==> config.mk <==
export PLATFORM = sky130hd
export DESIGN_NAME = qspi_flash_block_reader_flat
export DESIGN_NICKNAME = d
export VERILOG_FILES = /design/src/rtl/qspi_flash_pkg.sv /design/src/rtl/qspi_flash_block_reader_if.sv /design/src/rtl/qspi_flash_block_reader_deser.sv /design/src/rtl/qspi_flash_block_reader.sv /design/src/flat_wrapper.sv
export SDC_FILE = /design/constraint.sdc
export NUM_CORES = 1
export LEC_CHECK = 0
export CAP_MARGIN = 0
export CORE_ASPECT_RATIO = 0.7
export CORE_MARGIN = 2
export CORE_UTILIZATION = 54
export DETAILED_ROUTE_END_ITERATION = 8
export PLACE_DENSITY_LB_ADDON = 0.08
export SLEW_MARGIN = 15
export SYNTH_ARGS = -nofsm -noshare
export SYNTH_HDL_FRONTEND = slang
export SYNTH_HIERARCHICAL = 1
export SYNTH_SLANG_ARGS = --single-unit
==> constraint.sdc <==
create_clock -name clk -period 2.99 [get_ports clk]
set_clock_uncertainty 0.1 [all_clocks]
set_input_delay 0.4485 -clock clk [delete_from_list [all_inputs] [get_ports clk]]
set_output_delay 0.4485 -clock clk [all_outputs]
set_load 0.02 [all_outputs]
==> src/rtl/qspi_flash_pkg.sv <==
// Shared encodings and fixed phase lengths for the QSPI Fast Read Quad I/O block reader.
package qspi_flash_pkg;

    typedef enum logic [2:0] {
        StIdle,
        StCmd,
        StAddr,
        StMode,
        StDummy,
        StData,
        StCsHigh
    } state_e;

    localparam logic [7:0] QSPI_CMD_FAST_READ_QUAD_IO = 8'hEB;
    localparam logic [7:0] QSPI_MODE_BYTE             = 8'hFF;

    localparam int unsigned CMD_CYCLES  = 8;
    localparam int unsigned ADDR_CYCLES = 6;
    localparam int unsigned MODE_CYCLES = 2;

    // Nibble idx of a 24-bit address, most significant nibble first.
    function automatic logic [3:0] addr_nibble(logic [23:0] addr, logic [2:0] idx);
        logic [4:0] base;
        base = 5'd20 - {idx[2:0], 2'b00};
        return addr[base+:4];
    endfunction

endpackage

==> src/rtl/qspi_flash_block_reader_if.sv <==
// Fetch request, cache write port and flash pins of the QSPI block reader.
interface qspi_flash_block_reader_if #(
    parameter int unsigned ADDRESS_WIDTH = 22,
    parameter int unsigned BLOCK_SIZE    = 16
);
    localparam int unsigned IndexWidth = $clog2(BLOCK_SIZE);

    logic                     fetch_req;
    logic [ADDRESS_WIDTH-1:0] fetch_address;
    logic                     fetch_busy;
    logic                     fetch_done;
    logic                     wr_en;
    logic [IndexWidth-1:0]    wr_index;
    logic [31:0]              wr_data;
    logic                     rom_sck;
    logic [3:0]               rom_sio_out;
    logic [3:0]               rom_sio_oe;
    logic [3:0]               rom_sio_in;
    logic                     rom_ncs;

    modport master (
        input  fetch_req, fetch_address, rom_sio_in,
        output fetch_busy, fetch_done, wr_en, wr_index, wr_data,
        output rom_sck, rom_sio_out, rom_sio_oe, rom_ncs
    );

    modport slave (
        output fetch_req, fetch_address, rom_sio_in,
        input  fetch_busy, fetch_done, wr_en, wr_index, wr_data,
        input  rom_sck, rom_sio_out, rom_sio_oe, rom_ncs
    );

endinterface

==> src/rtl/qspi_flash_block_reader_deser.sv <==
// Packs quad-I/O nibbles into little-endian 32-bit words (high nibble of each byte first).
module qspi_nibble_deserializer #(
    parameter int unsigned BLOCK_SIZE = 16,
    localparam int unsigned IndexWidth = $clog2(BLOCK_SIZE)
) (
    input  logic                  clk,
    input  logic                  nreset,
    input  logic                  start_i,
    input  logic                  capture_i,
    input  logic [3:0]            sio_i,
    output logic                  wr_en_o,
    output logic [IndexWidth-1:0] wr_index_o,
    output logic [31:0]           wr_data_o
);
    logic [2:0]            nib_cnt_q, nib_cnt_d;
    logic [3:0]            hi_q, hi_d;
    logic [23:0]           part_q, part_d;
    logic [IndexWidth:0]   word_cnt_q, word_cnt_d;
    logic                  wr_en_q, wr_en_d;
    logic [IndexWidth-1:0] wr_index_q, wr_index_d;
    logic [31:0]           wr_data_q, wr_data_d;

    always_comb begin
        nib_cnt_d  = nib_cnt_q;
        hi_d       = hi_q;
        part_d     = part_q;
        word_cnt_d = word_cnt_q;
        wr_en_d    = 1'b0;
        wr_index_d = wr_index_q;
        wr_data_d  = wr_data_q;
        if (start_i) begin
            nib_cnt_d  = '0;
            word_cnt_d = '0;
        end else if (capture_i) begin
            nib_cnt_d = nib_cnt_q + 3'd1;
            // Completed bytes enter at the top so byte 0 ends up in bits [7:0].
            if (!nib_cnt_q[0]) hi_d = sio_i;
            else part_d = {hi_q, sio_i, part_q[23:8]};
            if (nib_cnt_q == 3'd7) begin
                wr_en_d    = 1'b1;
                wr_data_d  = {hi_q, sio_i, part_q};
                wr_index_d = word_cnt_q[IndexWidth-1:0];
                word_cnt_d = word_cnt_q + 1'b1;
            end
        end
    end

    always_ff @(posedge clk) begin
        if (!nreset) begin
            nib_cnt_q  <= '0;
            hi_q       <= '0;
            part_q     <= '0;
            word_cnt_q <= '0;
            wr_en_q    <= 1'b0;
            wr_index_q <= '0;
            wr_data_q  <= '0;
        end else begin
            nib_cnt_q  <= nib_cnt_d;
            hi_q       <= hi_d;
            part_q     <= part_d;
            word_cnt_q <= word_cnt_d;
            wr_en_q    <= wr_en_d;
            wr_index_q <= wr_index_d;
            wr_data_q  <= wr_data_d;
        end
    end

    assign wr_en_o    = wr_en_q;
    assign wr_index_o = wr_index_q;
    assign wr_data_o  = wr_data_q;

endmodule

==> src/rtl/qspi_flash_block_reader.sv <==
// Fast Read Quad I/O (0xEB) fetch engine: owns the flash pins and streams one cache block
// of 32-bit words into the cache data RAM, pulsing done with the last word.
module qspi_flash_block_reader
    import qspi_flash_pkg::*;
#(
    parameter int unsigned ADDRESS_WIDTH  = 22,
    parameter int unsigned BLOCK_SIZE     = 16,
    parameter int unsigned DUMMY_CYCLES   = 4,
    parameter int unsigned CS_HIGH_CYCLES = 2
) (
    input logic                       clk,
    input logic                       nreset,
    qspi_flash_block_reader_if.master bus
);
    localparam int unsigned IndexWidth = $clog2(BLOCK_SIZE);
    localparam int unsigned DataCycles = 8 * BLOCK_SIZE;
    localparam int unsigned MaxA       = (DataCycles > DUMMY_CYCLES) ? DataCycles : DUMMY_CYCLES;
    localparam int unsigned MaxPhase   = (MaxA > CS_HIGH_CYCLES) ? MaxA : CS_HIGH_CYCLES;
    localparam int unsigned CntWidth   = $clog2(MaxPhase + 1);

    state_e              state_q, state_d;
    logic [CntWidth-1:0] cnt_q, cnt_d;
    logic [23:0]         addr_q, addr_d;
    logic                ncs_q, ncs_d;
    logic                busy_q, busy_d;
    logic                done_q, done_d;
    logic [3:0]          oe_q, oe_d;
    logic [3:0]          out_q, out_d;
    logic                start;

    assign start = (state_q == StIdle) && bus.fetch_req;

    always_comb begin
        state_d = state_q;
        cnt_d   = cnt_q + 1'b1;
        addr_d  = addr_q;
        unique case (state_q)
            StIdle: begin
                cnt_d = '0;
                if (bus.fetch_req) begin
                    state_d = StCmd;
                    addr_d  = 24'({bus.fetch_address[ADDRESS_WIDTH-1:IndexWidth],
                                   {IndexWidth{1'b0}}, 2'b00});
                end
            end
            StCmd: if (cnt_q == CntWidth'(CMD_CYCLES - 1)) begin
                state_d = StAddr;
                cnt_d   = '0;
            end
            StAddr: if (cnt_q == CntWidth'(ADDR_CYCLES - 1)) begin
                state_d = StMode;
                cnt_d   = '0;
            end
            StMode: if (cnt_q == CntWidth'(MODE_CYCLES - 1)) begin
                state_d = StDummy;
                cnt_d   = '0;
            end
            StDummy: if (cnt_q == CntWidth'(DUMMY_CYCLES - 1)) begin
                state_d = StData;
                cnt_d   = '0;
            end
            StData: if (cnt_q == CntWidth'(DataCycles - 1)) begin
                state_d = StCsHigh;
                cnt_d   = '0;
            end
            StCsHigh: if (cnt_q == CntWidth'(CS_HIGH_CYCLES - 1)) begin
                state_d = StIdle;
                cnt_d   = '0;
            end
            default: state_d = StIdle;
        endcase

        // Pin values are decoded from the state being entered so they register in phase.
        ncs_d  = 1'b1;
        busy_d = (state_d != StIdle);
        done_d = (state_q == StData) && (cnt_q == CntWidth'(DataCycles - 1));
        oe_d   = 4'h0;
        out_d  = 4'h0;
        unique case (state_d)
            StCmd: begin
                ncs_d = 1'b0;
                oe_d  = 4'b1101;
                out_d = {2'b11, 1'b0, QSPI_CMD_FAST_READ_QUAD_IO[~cnt_d[2:0]]};
            end
            StAddr: begin
                ncs_d = 1'b0;
                oe_d  = 4'hF;
                out_d = addr_nibble(addr_d, cnt_d[2:0]);
            end
            StMode: begin
                ncs_d = 1'b0;
                oe_d  = 4'hF;
                out_d = cnt_d[0] ? QSPI_MODE_BYTE[3:0] : QSPI_MODE_BYTE[7:4];
            end
            StDummy, StData: ncs_d = 1'b0;
            default: ;
        endcase
    end

    always_ff @(posedge clk) begin
        if (!nreset) begin
            state_q <= StIdle;
            cnt_q   <= '0;
            addr_q  <= '0;
            ncs_q   <= 1'b1;
            busy_q  <= 1'b0;
            done_q  <= 1'b0;
            oe_q    <= 4'h0;
            out_q   <= 4'h0;
        end else begin
            state_q <= state_d;
            cnt_q   <= cnt_d;
            addr_q  <= addr_d;
            ncs_q   <= ncs_d;
            busy_q  <= busy_d;
            done_q  <= done_d;
            oe_q    <= oe_d;
            out_q   <= out_d;
        end
    end

    qspi_nibble_deserializer #(
        .BLOCK_SIZE(BLOCK_SIZE)
    ) u_deser (
        .clk       (clk),
        .nreset    (nreset),
        .start_i   (start),
        .capture_i (state_q == StData),
        .sio_i     (bus.rom_sio_in),
        .wr_en_o   (bus.wr_en),
        .wr_index_o(bus.wr_index),
        .wr_data_o (bus.wr_data)
    );

    assign bus.rom_ncs     = ncs_q;
    assign bus.rom_sck     = ~clk & ~ncs_q;
    assign bus.rom_sio_oe  = oe_q;
    assign bus.rom_sio_out = out_q;
    assign bus.fetch_busy  = busy_q;
    assign bus.fetch_done  = done_q;

endmodule

==> src/flat_wrapper.sv <==
// flat-port wrapper written by rule: the top's interface ports become plain ports
module qspi_flash_block_reader_flat import qspi_flash_pkg::*;
#(
    parameter int unsigned ADDRESS_WIDTH  = 22,
    parameter int unsigned BLOCK_SIZE     = 16,
    parameter int unsigned DUMMY_CYCLES   = 4,
    parameter int unsigned CS_HIGH_CYCLES = 2
)
  (clk, nreset, bus_fetch_req, bus_fetch_address, bus_rom_sio_in, bus_fetch_busy, bus_fetch_done, bus_wr_en, bus_wr_index, bus_wr_data, bus_rom_sck, bus_rom_sio_out, bus_rom_sio_oe, bus_rom_ncs);
  qspi_flash_block_reader_if #(.ADDRESS_WIDTH(ADDRESS_WIDTH), .BLOCK_SIZE(BLOCK_SIZE)) bus_i ();
  input logic clk;
  input logic nreset;
  input wire logic [$bits(bus_i.fetch_req)-1:0] bus_fetch_req;
  input wire logic [$bits(bus_i.fetch_address)-1:0] bus_fetch_address;
  input wire logic [$bits(bus_i.rom_sio_in)-1:0] bus_rom_sio_in;
  output wire logic [$bits(bus_i.fetch_busy)-1:0] bus_fetch_busy;
  output wire logic [$bits(bus_i.fetch_done)-1:0] bus_fetch_done;
  output wire logic [$bits(bus_i.wr_en)-1:0] bus_wr_en;
  output wire logic [$bits(bus_i.wr_index)-1:0] bus_wr_index;
  output wire logic [$bits(bus_i.wr_data)-1:0] bus_wr_data;
  output wire logic [$bits(bus_i.rom_sck)-1:0] bus_rom_sck;
  output wire logic [$bits(bus_i.rom_sio_out)-1:0] bus_rom_sio_out;
  output wire logic [$bits(bus_i.rom_sio_oe)-1:0] bus_rom_sio_oe;
  output wire logic [$bits(bus_i.rom_ncs)-1:0] bus_rom_ncs;
  assign bus_i.fetch_req = bus_fetch_req;
  assign bus_i.fetch_address = bus_fetch_address;
  assign bus_i.rom_sio_in = bus_rom_sio_in;
  assign bus_fetch_busy = bus_i.fetch_busy;
  assign bus_fetch_done = bus_i.fetch_done;
  assign bus_wr_en = bus_i.wr_en;
  assign bus_wr_index = bus_i.wr_index;
  assign bus_wr_data = bus_i.wr_data;
  assign bus_rom_sck = bus_i.rom_sck;
  assign bus_rom_sio_out = bus_i.rom_sio_out;
  assign bus_rom_sio_oe = bus_i.rom_sio_oe;
  assign bus_rom_ncs = bus_i.rom_ncs;
  qspi_flash_block_reader #(.ADDRESS_WIDTH(ADDRESS_WIDTH), .BLOCK_SIZE(BLOCK_SIZE), .DUMMY_CYCLES(DUMMY_CYCLES), .CS_HIGH_CYCLES(CS_HIGH_CYCLES)) u_core (.clk(clk), .nreset(nreset), .bus(bus_i));
endmodule
# After elaboration in Yosys (flattened, before gate mapping)
# Memories as Yosys holds them, arrays and structs flattened.
# Index checks and enable logic that the tools add are counted.
op_classes:
  addsub: 4
  magnitude_cmp: 1
  n_eq_ne: 17
  shift: 1
  muxes: 21
  bitwise_logic: 8
  n_reduce_logical: 13
ops:
  columns: ["op", "count"]
  rows:
  - ["$mux W24", 2]
  - ["$pmux W8 S6", 1]
  - ["$mux W8", 5]
  - ["$shiftx A24 B6 Y4", 1]
  - ["$mux W3", 7]
  - ["$pmux W3 S7", 1]
  - ["$eq A3 B3 Y1 const B", 6]
  - ["$eq A8 B3 Y1 const B", 2]
  - ["$eq A3 B2 Y1 const B", 4]
  - ["$pmux W4 S3", 1]
  - ["$reduce_and A3 Y1", 3]
  - ["$add A8 B1 Y8 const B", 1]
  - ["$eq A8 B1 Y1 const B", 1]
  - ["$eq A8 B2 Y1 const B", 1]
  - ["$eq A8 B7 Y1 const B", 1]
  - ["$pmux W4 S2", 1]
  - ["$eq A3 B1 Y1 const B", 2]
  - ["$not A1 Y1", 6]
  - ["$reduce_or A2 Y1", 3]
  - ["$add A5 B1 Y5 const B", 1]
  - ["$reduce_or A5 Y1", 1]
  - ["$sub A5 B5 Y5 const A", 1]
  - ["$lt A3 B4 Y1 const B", 1]
  - ["$add A3 B1 Y3 const B", 1]
  - ["8 further kinds", 11]
totals:
  reg_bits: 119
  romBits: 8
  input_bits: 29
  out_inout_bits: 49
  wordCells: 81
  mem_count: 1
memory_table:
  columns: ["name", "depth", "word_bits", "read_ports", "rd_clocked_by_memory_dff", "write_ports", "line", "rtl"]
  rows:
  - ["(no name shown)", 8, 1, 1, 0, 0, "qspi_flash_block_reader.sv:83", "out_d = {2'b11, 1'b0, QSPI_CMD_FAST_READ_QUAD_IO[~cnt_d[2:0]]};"]

# Logic depth before layout (Yosys ltp)
# Gate-level depths: netlist of run 1.
depth:
  word_depth: 7
  depth_mapped: 11
  ltp_nobuf: 8

# Cells and area by module
# The synthesis of run 1 kept the hierarchy.
modules_own_cells:
  columns: ["module", "instances", "cells_each", "area_each_um2", "seq_area_each_um2"]
  rows:
  - ["qspi_nibble_deserializer", 1, 311, 2793.9, 1441.4]
  - ["qspi_flash_block_reader", 1, 253, 2193.4, 880.8]

==> results of run 1 <==
area by class of cell:
class | count | area, µm²
tap | 124 | 155
sequential | 116 | 2320
inverter | 4 | 15.0
fill | 723 | 2700
multi-input combinational | 410 | 2430
timing repair buffer | 81 | 783
clock buffer | 30 | 574
clock inverter | 5 | 50.0
flip-flops by register name, summed over array words and instances, names as in the netlist:
name and cells:
u_core/bus.fetch_done 1, u_core/bus.rom_ncs 1, u_core/cnt_q 8, u_core/bus.fetch_busy 1, u_core/u_deser/hi_q 4, u_core/bus.rom_sio_oe 2, u_core/u_deser/nib_cnt_q 3, u_core/addr_q 24
u_core/bus.rom_sio_out 4, u_core/u_deser/part_q 24, u_core/u_deser/wr_en_o 1, u_core/u_deser/wr_data_o 32, u_core/u_deser/wr_index_o 4, u_core/u_deser/word_cnt_q 4, u_core/state_q 3
per-layer routing:
metal / vias up / GRT usage / routed length (µm)
li1: 2049 / - / -
met1: 1964 / 0.344 / 5790
met2: 118 / 0.336 / 4770
met3: 19 / 0.0761 / 728
met4: 0 / 0.133 / 172
met5: - / 0 / 0
power by group:
part           internal (W)  total (W)  switching [W]
Clock               0.00137    0.00205       0.000677
Sequential          0.00157    0.00159      0.0000182
Combinational      0.000104   0.000225       0.000121
per-stage QoR:
| stage | cells | power [W] | hold WS [ns] | utilization |
|---|---|---|---|---|
| floorplan | 564 | 0.00177 | 0.331 | - |
| global placement | 736 | 0.00185 | 0.341 | 0.633 |
| detailed placement | 736 | 0.00186 | 0.345 | 0.633 |
| CTS | 770 | 0.00389 | 0.0652 | 0.701 |
| global route | 770 | 0.00400 | 0.0816 | 0.701 |
| finish | 770 | 0.00387 | 0.0752 | 0.701 |
worst paths after layout:
| check | from | cells after the start | slack, ns | endpoint |
|---|---|---|---|---|
| hold / removal | nreset | 2 | 0.08 | u_core/bus.rom_ncs$_SDFF_PN1_ |
| setup / recovery | clk | 4 | 0.03 | bus_rom_sck |
| hold reg to reg | u_core/u_deser/part_q[4]$_SDFFE_PN0P_ | 2 | 0.34 | u_core/u_deser/wr_data_o[4]$_SDFFE_PN0P_ |
| setup reg to reg | u_core/state_q[0]$_SDFF_PN0_ | 7 | 0.32 | u_core/bus.rom_sio_out[1]$_SDFF_PN0_ |
worst register-to-register path, cell delays in order, from the launching register on:
cell,delay [ns]
dfxtp_1,0.67
or3b_1,0.46
a21oi_2,0.14
nor2_2,0.08
and2_4,0.20
a2111oi_0,0.57
o31a_1,0.25
o211ai_2,0.09
layout by cell type (no fill, tap or decap), types with 3 or more instances in the layout:
| cell | instances |
|---|---|
| ha_1 | 7 |
| xor2_1 | 9 |
| a21boi_1 | 52 |
| nor2_1 | 26 |
| clkinv_2 | 4 |
| clkbuf_16 | 20 |
| a21boi_0 | 10 |
| and3_2 | 3 |
| buf_4 | 9 |
| mux2i_1 | 11 |
| a21oi_1 | 25 |
| nand2b_1 | 3 |
| nand2_1 | 171 |
| and3_1 | 7 |
| clkbuf_8 | 3 |
| o21ai_0 | 4 |
| a211o_1 | 3 |
| nor2b_1 | 11 |
| clkbuf_1 | 6 |
| clkdlybuf4s50_1 | 72 |
| nand3_1 | 9 |
| dfxtp_1 | 116 |
kinds of logic (layout without fill, tap and decap cells):
logic type                 count (synthesis)  after routing  synth area share
AOI/OAI and AO/OA                        123            123             0.185
xor gates and xnor gates                  11             11            0.0193
adders and majority gates                  7              7            0.0176
buffers and inverters                     38            120            0.0462
DFF                                      116            116             0.466
muxes                                     11             11            0.0221
and+or+nand+nor                          258            258             0.244
==> metrics, run 1 <==
Critical Path Fanout Max=2; Avg Inst Size Synth=about 9 µm²; worst path required time=approximately 2.4 ns; Post-synth EDFFs=0; Post-Route WL=approximately 11000 µm; asr flop ratio synth=0; top cells by area, synth=dfxtp_1 (47%), nand2_1 (13%), a21boi_1 (7.8%), a21oi_1 (2.5%), mux2i_1 (2.2%); Max stage delay cell, worst path=clkdlybuf4s50_1; Final GP Congestion=0.881; first-pass GRT wire length=roughly 19000 µm; Max VDD drop=between 0.4 and 0.5 mV; critical path's top delay family=buffers and inverters; Sum Neg Setup Slack=0 ns; Port Buf Inserts=73; slowest cell delay on critical path=around 0.60 ns; Starting Density=0.552; via density per instance=about 5.4; Mapped Nets=600; Layout Area Growth over Synthesis=27.0%; Hold Fails Final Rpt=0; RSZ-0062 raised after global routing=no; core area=0.00903 mm²; Max Slew Vio Count=0; Max Cap Viol=0; Tot GR Track Use=0.246; largest net degree at the start of global routing=49; Yosys top cell by area=dfxtp_1; CP Launch Type=clock port; Ys Warns=6; most frequent CP cell=clkbuf_16; WP buf/inv=3; row count=29; top post-synthesis cells by count=nand2_1 (171), dfxtp_1 (116), a21boi_1 (52); number of global-route vias before repair=about 3800; CTS clk-pin slew, worst paths=roughly 0.050 ns; chip width=roughly 120 µm; relative slew slack=0.434; Yosys cell types=72; outcome=complete, no violations; Pleak=between 2 and 2.5 nW; synthesized area=around 0.005 mm²; WL/cell=about 15 µm; IO Pins=between 70 and 80; Ant. Diodes=0; Worst-Margin Slew=roughly 0.85 ns; share of the synthesized area in the top cell type=0.466; Seq/Total Area, Yosys=0.466; Worst-Skew Late Latency=between 0.5 and 0.6 ns; layout cells sized above 1=0.101; Synth Instances=roughly 560; final setup margin=0.0253 ns; Crit Path Category=clk -> out; Die Y=84.4 µm; hold_buf cts=0; crit path cell chain=clkbuf_16, clkbuf_16, nor2_1, clkdlybuf4s50_1; TritonCTS clock tree=done; predominant post-synthesis flop cell=dfxtp_1; PwrDens=roughly 610 mW/mm²; Worst setup EP type=primary output; DRC=0; dpl ws=0.289 ns; Hold Crit Class=in -> reg; post-route ant nets=0; # setup viols final=0; die area=between 0.01 and 0.015 mm²; FF+latch count, synth=between 100 and 150; most common cell in the netlist=nand2_1; via count=around 4200; dpl hpwl=~7600 µm; post-CTS sizing=0; detailed router's first-iteration violation count=between 300 and 400; total gr overflow=0; Layout Nets=between 600 and 700; initial antenna violation count=0; DR pass1 iterations=5; Design Area, Final=between 0.006 and 0.007 mm²; Crit path arrival time=2.42 ns; Placed Area=approximately 0.0057 mm²; postcts setup bufs=0
Power figures use the tool's default switching activity.
==> inputs of run 2 (changes only) <==
--- a/config.mk
+++ b/config.mk
@@ -10,9 +10,8 @@
 export CORE_MARGIN = 2
 export CORE_UTILIZATION = 54
 export DETAILED_ROUTE_END_ITERATION = 8
-export PLACE_DENSITY_LB_ADDON = 0.08
+export PLACE_DENSITY = 0.79
 export SLEW_MARGIN = 15
 export SYNTH_ARGS = -nofsm -noshare
 export SYNTH_HDL_FRONTEND = slang
-export SYNTH_HIERARCHICAL = 1
 export SYNTH_SLANG_ARGS = --single-unit
==> metrics, run 2 <==
Worst-Skew Late Latency=0.52 ns (about the same); CTS clk-pin slew, worst paths=0.05 ns (about the same); die area=0.0102 mm² (+1.6%); synthesized area=0.00507 mm² (+1.7%); Max Slew Vio Count=0 (unchanged); Crit Path Category=reg -> reg; max reg flops=32 (unchanged); worst path required time=3.29 ns (+0.85 ns); Worst R2R End=u_core.bus.rom_sio_out[1]$_SDFF_PN0_; IO Pins=78 (unchanged); Critical Path Fanout Max=16 (+14); Worst setup EP type=flip-flop; Layout Area Growth over Synthesis=28.6%; Seq/Total Area, Yosys=0.458 (-0.00758); post-route clock period utilization=0.927; critical path's top delay family=compound AO/OA/AOI/OAI gates; WP buf/inv=1 (-2); Sum Neg Setup Slack=0 ns (unchanged); Hold Fails Final Rpt=0 (unchanged); row count=29 (unchanged); via density per instance=5.48 (+1.7%); most common cell in the netlist=nand2_1; first-pass GRT wire length=19900 µm (+4.5%); top post-synthesis cells by count=nand2_1 (168), dfxtp_1 (116), a21boi_0 (75); predominant post-synthesis flop cell=dfxtp_1; PwrDens=618 mW/mm² (+1.2%); top cells by area, synth=dfxtp_1 (46%), nand2_1 (12%), a21boi_0 (11%), mux2i_1 (3.0%), clkbuf_1 (2.2%); # setup viols final=0 (unchanged); Hold Crit Class=in -> reg; via count=4345 (+4.7%); fin crit period=2.77 ns; Max VDD drop=0.396 mV (-2.0%); Placed Area=0.00585 mm² (+2.3%); Yosys cell types=56 (-22%); initial antenna violation count=0 (unchanged); Post-Route WL=12000 µm (+4.4%); most common cell after layout, fill and taps aside=nand2_1; RSZ-0062 raised after global routing=no; Starting Density=0.557 (+0.00467); max frequency=between 0.3 and 0.4 GHz; postcts setup bufs=0 (unchanged); TritonCTS clock tree=done; DRC=0 (unchanged); Max Cap Viol=0 (unchanged); Port Buf Inserts=73 (unchanged); R2R cell count=9 (+2); Yosys top cell by area=dfxtp_1; Worst Hold End=u_core.bus.rom_sio_oe[1]$_SDFF_PN0_; Ys Warns=0 (-6); Pleak=2.39 nW (-0.20%); hold path start=nreset; Post-synth EDFFs=0 (unchanged); flop-to-flop setup slack=0.22 ns (-0.10 ns); DR pass1 iterations=5 (unchanged); CP Launch Type=flip-flop; number of global-route vias before repair=4017 (+4.8%); slowest cell delay on critical path=0.52 ns (-0.08 ns); relative slew slack=0.460 (+0.0254); FF+latch count, synth=116 (unchanged); Design Area, Final=0.00652 mm² (+2.9%); Avg Inst Size Synth=8.56 µm² (-3.2%); crit path cell chain=inv_1, ha_1, nor2b_1, o21ai_1, a31oi_4, a31oi_4, mux2_1, a32oi_1, o211ai_1; most frequent cells in the layout=nand2_1 (168), dfxtp_1 (116), a21boi_0 (75); hold depth=3 (+1); Worst-Margin Slew=0.808 ns (-0.0401 ns); layout cells sized above 1=0.0897 (-0.0109); Layout Nets=691 (+3.1%); Tot GR Track Use=0.251 (+0.00523); share of the synthesized area in the top cell type=0.458 (-0.00758); Die Y=85.1 µm (+0.79%); Final GP Congestion=0.868 (-1.4%); Crit path arrival time=3.07 ns (+0.65 ns); detailed router's first-iteration violation count=415 (+14%); worst reg2reg path startpoint=u_core.cnt_q[1]$_SDFF_PN0_; Ant. Diodes=0 (unchanged); largest net degree at the start of global routing=59 (+20%); outcome=complete, no violations; WL/cell=15.1 µm (+1.4%); core area=0.00911 mm² (+0.80%); dpl hpwl=7770 µm (+2.5%); post-route ant nets=0 (unchanged); Synth Instances=592 (+5.0%); FILL cells=712 (-1.5%); most frequent CP cell=a31oi_4; total gr overflow=0 (unchanged); Max stage delay cell, worst path=a31oi_4; Mapped Nets=627 (+4.5%); chip width=120 µm (+0.80%); asr flop ratio synth=0 (unchanged)
==> run 2: cell types whose count changed in the layout (fill, tap and decap cells not counted), sizes merged, moves of 5 or more <==
cell	delta
a21oi	-21
a21boi	+14
and2	+6
a31oi	+5
buf	+5
nor2	-5
nor3	+5
==> run 2: power breakdown <==
group          switching (W)  internal, W  total, W
combinational       0.000124     0.000110  0.000233
sequential         0.0000187      0.00157   0.00159
clock               0.000714      0.00148   0.00220
==> run 2: kinds of logic (layout without fill, tap and decap cells) <==
group                    after synthesis  in the layout  synth area share
AND/OR/NAND/NOR                      267            267             0.239
AO/OA/AOI/OAI                        125            125             0.192
buffers and inverters                 51            128            0.0449
flip-flops                           116            116             0.458
multiplexers                          17             17            0.0341
adder cells (fa/ha/maj)                7              7            0.0168
XOR/XNOR                               9              9            0.0155
==> run 2: worst max path at each step <==
| stage | start | depth (start not counted) | end |
|---|---|---|---|
| after floorplan | clk | 1 | bus_rom_sck |
| after global placement | clk | 2 | bus_rom_sck |
| after detailed placement | u_core.cnt_q[1]$_SDFF_PN0_ | 9 | u_core.bus.rom_sio_out[1]$_SDFF_PN0_ |
| after CTS | clk | 4 | bus_rom_sck |
| after global routing | u_core.cnt_q[1]$_SDFF_PN0_ | 9 | u_core.bus.rom_sio_out[1]$_SDFF_PN0_ |
| final | u_core.cnt_q[1]$_SDFF_PN0_ | 9 | u_core.bus.rom_sio_out[1]$_SDFF_PN0_ |
==> run 2: worst register-to-register path: stages, from the launching register on <==
cell and delay, ns:
dfxtp_1 0.42, inv_1 0.07, ha_1 0.21, nor2b_1 0.17
o21ai_1 0.30, a31oi_4 0.17, a31oi_4 0.52, mux2_1 0.40
a32oi_1 0.19, o211ai_1 0.10
==> run 2: layout make-up <==
class                      instances  area [µm²]  share of cell area
clock buffer                      27         576              0.0883
timing repair buffer              86         821               0.126
multi-input combinational        425        2520               0.387
inverter                           6        22.5             0.00346
clock inverter                     9         101              0.0155
tap                              124         155              0.0238
sequential                       116        2320               0.356
==> run 2: timing repair <==
| action | CTS | global route |
|---|---|---|
| hold endpoints to repair | 0 | 0 |
| setup endpoints to repair | 0 | 1 |
| hold buffers | 0 | 0 |
| gates resized for setup | 0 | 1 |
==> run 2: layer usage <==
layer | track usage | share of wire
met3 | 0.0793 | 0.065
met4 | 0.105 | 0.015
met1 | 0.346 | 0.47
met5 | 0 | 0
met2 | 0.364 | 0.45
==> run 2: metrics by stage <==
stage               power (W)  setup slack (ns)  std cells  utilization  hold WS [ns]
finish                0.00403             0.218        793        0.716         0.205
global route          0.00417             0.101        793        0.716         0.180
CTS                   0.00405            0.0174        793        0.715         0.192
detailed placement    0.00187             0.276        758        0.642         0.356
global placement      0.00186             0.289        758        0.642         0.351
floorplan             0.00178             0.667        592            -         0.339
==> inputs of run 3 (changes only) <==
--- a/config.mk
+++ b/config.mk
@@ -10,6 +10,7 @@
 export CORE_MARGIN = 2
 export CORE_UTILIZATION = 54
 export DETAILED_ROUTE_END_ITERATION = 8
+export HOLD_SLACK_MARGIN = 0.12
 export PLACE_DENSITY = 0.79
 export SLEW_MARGIN = 15
 export SYNTH_ARGS = -nofsm -noshare
==> results of run 3 <==
Final layout, timing and power as in run 2 (identical DEF).
